## src/rtl/pc_sequencer.sv

```systemverilog
// pc_sequencer: next-PC selection and fetch handshake for the front end.
// Chooses between sequential fetch, branch redirect and (optionally) trap and
// return-from-trap redirects. It also tracks a fetch that is outstanding while
// instruction memory is not ready.
// Optional feature macro: TRAP_SUPPORT_EN
//   defined   : trap_req/mret_req redirect to TRAP_VECTOR/epc, and epc captures trap_pc
//   undefined : only branch_taken_e redirects, and epc stays 0
module pc_sequencer #(
  parameter logic [31:0] RESET_VECTOR = 32'h0000_0000,
  parameter logic [31:0] TRAP_VECTOR  = 32'h0000_0100
) (
  input  logic        clk,
  input  logic        reset,
  input  logic [31:0] pc_f,
  input  logic        stall_d,
  input  logic        branch_taken_e,
  input  logic [31:0] branch_target_e,
  input  logic        trap_req,
  input  logic [31:0] trap_pc,
  input  logic        mret_req,
  input  logic        imem_ready,
  output logic        imem_req,
  output logic [31:0] pc_next,
  output logic        pc_en,
  output logic        flush_d,
  output logic        flush_e,
  output logic [31:0] epc
);

  typedef enum logic [1:0] {S_BOOT, S_RUN, S_WAIT, S_HOLD} state_t;

  state_t      state_q, state_d;
  logic [31:0] pending_q, pending_d;
  logic [31:0] epc_q, epc_d;

  logic        trap_v, mret_v, redir;
  logic [31:0] redir_tgt, seq_pc, pc_next_raw;

`ifdef TRAP_SUPPORT_EN
  assign trap_v = trap_req;
  assign mret_v = mret_req;
`else
  assign trap_v = 1'b0;
  assign mret_v = 1'b0;
  // Trap inputs are intentionally unconnected in this build.
  logic unused_trap;
  assign unused_trap = ^{trap_req, mret_req, trap_pc};
`endif

  // Redirect source and target, in priority order trap > mret > branch.
  assign redir     = trap_v | mret_v | branch_taken_e;
  assign redir_tgt = trap_v ? TRAP_VECTOR : (mret_v ? epc_q : branch_target_e);
  assign seq_pc    = pc_f + 32'd4;

  // Targets are word aligned. The low bits are dropped on every path.
  assign pc_next = {pc_next_raw[31:2], 2'b00};
  assign epc     = epc_q;

  // Next-state and output decode. Reset overrides everything so the
  // outputs stay idle while reset is held.
  always_comb begin
    state_d     = state_q;
    pending_d   = pending_q;
    epc_d       = epc_q;
    imem_req    = 1'b0;
    pc_en       = 1'b0;
    pc_next_raw = seq_pc;
    flush_d     = 1'b0;
    flush_e     = 1'b0;

    unique case (state_q)
      S_BOOT: begin
        pc_en       = 1'b1;
        pc_next_raw = RESET_VECTOR;
        state_d     = S_RUN;
      end
      S_RUN: begin
        if (redir) begin
          pc_en       = 1'b1;
          pc_next_raw = redir_tgt;
          flush_d     = 1'b1;
          flush_e     = 1'b1;
          if (trap_v) epc_d = trap_pc;
        end else begin
          imem_req = !stall_d;
          if (!stall_d) begin
            if (imem_ready) pc_en = 1'b1;
            else            state_d = S_WAIT;
          end
        end
      end
      S_WAIT: begin
        // The request stays up until memory accepts it, even under stall.
        imem_req = 1'b1;
        if (redir) begin
          pending_d = redir_tgt;
          flush_d   = 1'b1;
          flush_e   = 1'b1;
          state_d   = S_HOLD;
          if (trap_v) epc_d = trap_pc;
        end else if (imem_ready) begin
          // When stalled, the PC is not advanced, so the same address is fetched again.
          pc_en   = !stall_d;
          state_d = S_RUN;
        end
      end
      S_HOLD: begin
        // Drain the wrong-path fetch, then jump to the saved target.
        imem_req = 1'b1;
        if (redir) begin
          pending_d = redir_tgt;
          flush_d   = 1'b1;
          flush_e   = 1'b1;
          if (trap_v) epc_d = trap_pc;
          if (imem_ready) begin
            pc_en       = 1'b1;
            pc_next_raw = redir_tgt;
            state_d     = S_RUN;
          end
        end else if (imem_ready) begin
          pc_en       = 1'b1;
          pc_next_raw = pending_q;
          flush_d     = 1'b1;
          state_d     = S_RUN;
        end
      end
      default: state_d = S_BOOT;
    endcase

    if (reset) begin
      state_d     = S_BOOT;
      pending_d   = 32'h0;
      epc_d       = 32'h0;
      imem_req    = 1'b0;
      pc_en       = 1'b0;
      pc_next_raw = RESET_VECTOR;
      flush_d     = 1'b0;
      flush_e     = 1'b0;
    end
  end

  // State, pending target and saved trap PC registers.
  always_ff @(posedge clk or posedge reset) begin
    if (reset) begin
      state_q   <= S_BOOT;
      pending_q <= 32'h0;
      epc_q     <= 32'h0;
    end else begin
      state_q   <= state_d;
      pending_q <= pending_d;
      epc_q     <= epc_d;
    end
  end

endmodule

```

## config.mk

```make
export PLATFORM = sky130hd
export DESIGN_NAME = pc_sequencer
export DESIGN_NICKNAME = d
export VERILOG_FILES = /design/src/rtl/pc_sequencer.sv
export SDC_FILE = /design/constraint.sdc
export NUM_CORES = 1
export LEC_CHECK = 0
export CAP_MARGIN = 0
export CORE_AREA = 2 2 88 90
export CTS_CLUSTER_SIZE = 30
export DETAILED_ROUTE_END_ITERATION = 7
export DIE_AREA = 0 0 90 92
export PLACE_DENSITY = 0.85
export REMOVE_ABC_BUFFERS = 1
export SKIP_LAST_GASP = 1
export SLEW_MARGIN = 15
export SYNTH_ARGS = -nofsm -noshare
export SYNTH_HDL_FRONTEND = slang
export SYNTH_SLANG_ARGS = --single-unit
```

## constraint.sdc

```tcl
create_clock -name clk -period 9.3 [get_ports clk]
set_clock_uncertainty 0.05 [all_clocks]
set_input_delay 1.86 -clock clk [delete_from_list [all_inputs] [get_ports clk]]
set_output_delay 1.86 -clock clk [all_outputs]
set_load 0.01 [all_outputs]
```

# --- After elaboration in Yosys (flattened, before gate mapping) ---
# Cells that the tools add are included.
word_totals:
  ff_bits: 34
  inputBits: 103
  output_inout_bits: 68
  wordCells: 50
op_classes:
  addsub: 1
  eq_ne: 6
  n_mux: 32
  n_reduce_logical: 9
ops:
  columns: ["operator", "count"]
  rows:
  - ["two-way mux 32 bit", 8]
  - ["one-hot mux 32 bit (3 select lines)", 1]
  - ["adder 32 x 3 -> 32 bit, second input constant", 1]
  - ["two-way mux 1 bit", 13]
  - ["two-way mux 2 bit", 6]
  - ["!= test 3 bit, second input constant", 3]
  - ["one-hot mux 2 bit (4 select lines)", 1]
  - ["== test 2 bit, second input constant", 2]
  - ["one-hot mux 1 bit (2 select lines)", 2]
  - ["one-hot mux 1 bit (4 select lines)", 1]
  - ["nonzero test 2 bit", 2]
  - ["OR reduction 2 bit", 2]
  - ["AND reduction 3 bit", 1]
  - ["OR reduction 3 bit", 1]
  - ["== test 2 x 1 -> 1 bit, second input constant", 1]
  - ["zero test 2 bit", 1]
  - ["AND reduction 2 bit", 1]
  - ["zero test 1 bit", 1]

# --- Logic depth before layout (Yosys ltp) ---
logic_depth:
  depth_word: 5
  mapped_depth: 9

# --- Worst setup path after synthesis ---
# OpenSTA, ideal clock, no wires.
synth_timing:
  path_kind: "input to output"
  startpoint: "input port reset"
  endpoint: "output port pc_next[17]"
  arrival_time_ps: 3811
  setup_slack_ps: 3579
  stages: 6
  path_cell_list: "buf_2 clkinv_1 nand2_1 a21o_2 buf_2 o22ai_1"
synth_via:
  elab_chain_len: 1
synth_rtl:
  columns: ["item", "line", "rtl"]
  rows:
  - ["start: declaration", "13", "input logic reset,"]
  - ["two-way mux 32 bit", "130", "if (reset) begin"]
  - ["end: declaration", "23", "output logic [31:0] pc_next,"]
# No other way between the ends.

# --- Worst setup path in the final report ---
layout_timing:
  startpoint: "input port branch_taken_e"
  endpoint: "output port pc_next[31]"
layout_via:
  elab_chain_len: 3
layout_rtl:
  columns: ["item", "line", "rtl"]
  rows:
  - ["start: declaration", "16", "input logic branch_taken_e,"]
  - ["two-way mux 32 bit, on equally long branches", "110, 78", null]
  - ["one-hot mux 32 bit (3 select lines) *", "71", "unique case (state_q)"]
  - ["two-way mux 32 bit *", "130", null]
# Mark *: on every way between the ends. The rest lies on a longest branch, timed or not.

==> results.toml <==
[run_status]
run_status = "finished, final reports clean"

[place]
dp_wirelength_um = 6340
setup_slack_at_placement_ns = 2.64
routability_congestion_estimate = 0.798
io_buffers = 98

[synthesis]
yosys.area.top_type = "sky130_fd_sc_hd__dfrtp_1"
post_synth_most_frequent_cells = "36 x sky130_fd_sc_hd__buf_4, 32 x sky130_fd_sc_hd__dfrtp_1, 30 x sky130_fd_sc_hd__a22o_1"
yosys_most_used_dff = "sky130_fd_sc_hd__dfrtp_1"
synthesis.instances = 346
ys_types = 48
netlist_area_um2 = 2970
async_flop_share = 1.00
netlist_top_cells_area = "sky130_fd_sc_hd__dfrtp_1 27%, sky130_fd_sc_hd__buf_4 9.1%, sky130_fd_sc_hd__a22o_1 8.8%"
ys_warn_count = 0
yosysTopAreaCellShare = 0.269
synth_most_common_cell = "sky130_fd_sc_hd__buf_4"
ys_ff_latch = 32
synth.yosys.seq_area_share = 0.269
syn_area_per_cell_um2 = 8.59
synth_enable_flop_cells = 0

[critical_path]
regToRegStartpoint = "state_q[0]$_DFFE_PP0P_"
critPathArrivalTime_ns = 4.77
largest_fanout_on_the_critical_path = 21
worst-endpoint-required_ns = 7.39
critPathCaptureType = "output port"
r2r_cells = 5
critPathLaunchType = "primary input"
critPathKind = "primary input to output port"
rrSetupSlack_ns = 6.60
rr_endpoint = "pending_q[26]$_DFFE_PP0P_"

[timing]
slew_margin_rel = 0.221
hold_viol_final = 0
report.final.slew_viol_count = 0
post-route-period-util = 0.719
timing_worst_slew_pin_value_ns = 1.17
max_freq_mhz = 150
period_minus_slack_ns = 6.68
timing.final.ws_setup_ns = 2.62
totalNegativeSetupSlack_ns = 0
unrepaired_setup_endpoints_after_global_routing = "no"
finalSetupViolCount = 0

[floorplanning]
design.core.area_um2 = 7450
number_of_rows_created_at_floorplan = 32
die_y_um = 92
design.die.area_um2 = 8280
io-pin-count = 171
start_util = 0.399
fp.dieW_um = 90

[grt]
grt_pass1_wl_um = 14200
grt_start_max_net_pins = 40
global_route_usage_over_all_layers = 0.209
grt_pass1_vias = 2947
grt_antenna_before_repair = 0
remaining_global_route_overflow = 0

[clocking]
clock_tree.htree_level_count = 2
clk_pin_slew_worst_paths_ns = 0.07
clock-root-buffer = "sky130_fd_sc_hd__clkbuf_8"
ctsLongestPathBuffers = 2
numCtsBuffers = 5
insertion_delay_ns = 0.28
tritoncts_num_sinks = 32
cts.repair.resized = 0
cts_tree = "done"
postCtsHoldBufs = 0
cts.repair_timing.setup_buffer_count = 0

[pwr]
power-per-cell-area_nw_per_um2 = 166
irDropWorstVdd_mv = 0.0921
power_leakage_uw = 0.00158

[finish]
final.fill_count = 694
antenna_cells = 0
fin_nets = 540
layout_cell_share_with_drive_strength_beyond_1 = 0.0602
area_added_between_synthesis_and_finish_pct = 33.1

[detailed_routing]
post_detailed_routing_wire_length_um = 8900
routed_vias_inst = 5.54
drc = 0
drt_first_iter_violations = 204
vias = 2961
route.detailed.wl_per_inst_um = 16.7
count_of_tritonroute_iterations_in_the_first_routing_pass = 5
antenna_left = 0

[worst_hold_path]
hold_path_class = "register to register"
worstHoldEndpoint = "pending_q[19]$_DFFE_PP0P_"
hold_depth = 1
min-delay-start = "pending_q[19]$_DFFE_PP0P_"

[job]
max_cap_violations = 0
==> layout make-up <==
| class | instances | area [um^2] | area share |
|---|---|---|---|
| tap | 102 | 128 | 0.0323 |
| sequential | 32 | 801 | 0.203 |
| inverter | 10 | 37.5 | 0.00949 |
| multi-input combinational | 281 | 1880 | 0.476 |
| clock buffer | 7 | 96.3 | 0.0244 |
| timing repair buffer | 102 | 1010 | 0.256 |
==> worst max-delay path: stages <==
cell	delay (ns)
sky130_fd_sc_hd__clkdlybuf4s50_1	0.45
sky130_fd_sc_hd__buf_4	0.31
sky130_fd_sc_hd__inv_1	0.36
sky130_fd_sc_hd__a21oi_4	0.56
sky130_fd_sc_hd__a32oi_1	0.22
sky130_fd_sc_hd__a31o_1	0.26
sky130_fd_sc_hd__a21oi_1	0.16
sky130_fd_sc_hd__clkdlybuf4s50_1	0.56
==> how the worst max path moves through the flow <==
stage               depth (start not counted)     endpoint           start  slack [ns]
floorplan                                   4  pc_next[14]           reset        3.79
global placement                            8  pc_next[31]  branch_taken_e        2.68
detailed placement                          8  pc_next[31]  branch_taken_e        2.64
CTS                                         8  pc_next[31]  branch_taken_e        2.64
global route                                8  pc_next[31]  branch_taken_e        2.51
finish                                      8  pc_next[31]  branch_taken_e        2.62
==> power by group <==
part / total [uW] / switching, uW / internal, uW
clock: 121 / 55.0 / 66.0
combinational: 364 / 192 / 172
sequential: 171 / 13.6 / 157
total: 656 / 260 / 396
==> sequential cells by signal, summed over array words and instances, names as in the netlist <==
name	flops
state_q	2
pending_q	30
==> cell families (layout without fill, tap and decap cells) <==
group | after synthesis | count (layout) | synth area share
adder cells (fa/ha/maj) | 5 | 5 | 0.0211
multiplexers | 11 | 11 | 0.0371
AO/OA/AOI/OAI | 119 | 119 | 0.299
other | 1 | 34 | 0.00126
buffers and inverters | 66 | 119 | 0.141
AND/OR/NAND/NOR | 84 | 84 | 0.149
flip-flops | 32 | 32 | 0.269
XOR/XNOR | 28 | 28 | 0.0825
==> cells in the final DEF, fill, tap and decap left out, types with 12 or more instances in the layout <==
cell type                         instances
sky130_fd_sc_hd__a22oi_1                 17
sky130_fd_sc_hd__xnor2_1                 13
sky130_fd_sc_hd__dfrtp_1                 32
sky130_fd_sc_hd__a21oi_1                 14
sky130_fd_sc_hd__nor2_1                  15
sky130_fd_sc_hd__conb_1                  34
sky130_fd_sc_hd__nand2_1                 20
sky130_fd_sc_hd__o22ai_1                 12
sky130_fd_sc_hd__xor2_1                  15
sky130_fd_sc_hd__clkdlybuf4s50_1         98
sky130_fd_sc_hd__o21ai_0                 16
sky130_fd_sc_hd__a22o_1                  30
sky130_fd_sc_hd__nand3_1                 13
==> stage by stage <==
step | total power, uW | hold slack (ns) | area (um^2) | cells | util
2_1_floorplan | 377 | 0.415 | 2720 | 323 | -
3_3_place_gp | 528 | 0.431 | 3860 | 527 | 0.518
3_5_place_dp | 535 | 0.437 | 3860 | 527 | 0.518
4_1_cts | 658 | 0.459 | 3950 | 534 | 0.531
5_1_grt | 698 | 0.474 | 3950 | 534 | 0.531
6_report | 656 | 0.459 | 3950 | 534 | 0.531
==> metal layers <==
| layer | vias to the layer above | share of wire | GRT usage |
|---|---|---|---|
| li1 | 1392 | - | - |
| met1 | 1415 | 0.44 | 0.273 |
| met2 | 143 | 0.49 | 0.352 |
| met3 | 11 | 0.066 | 0.0370 |
| met4 | 0 | 0.013 | 0.0705 |
| met5 | - | 0 | 0 |
No activity file was read; power rests on OpenSTA's default activity.
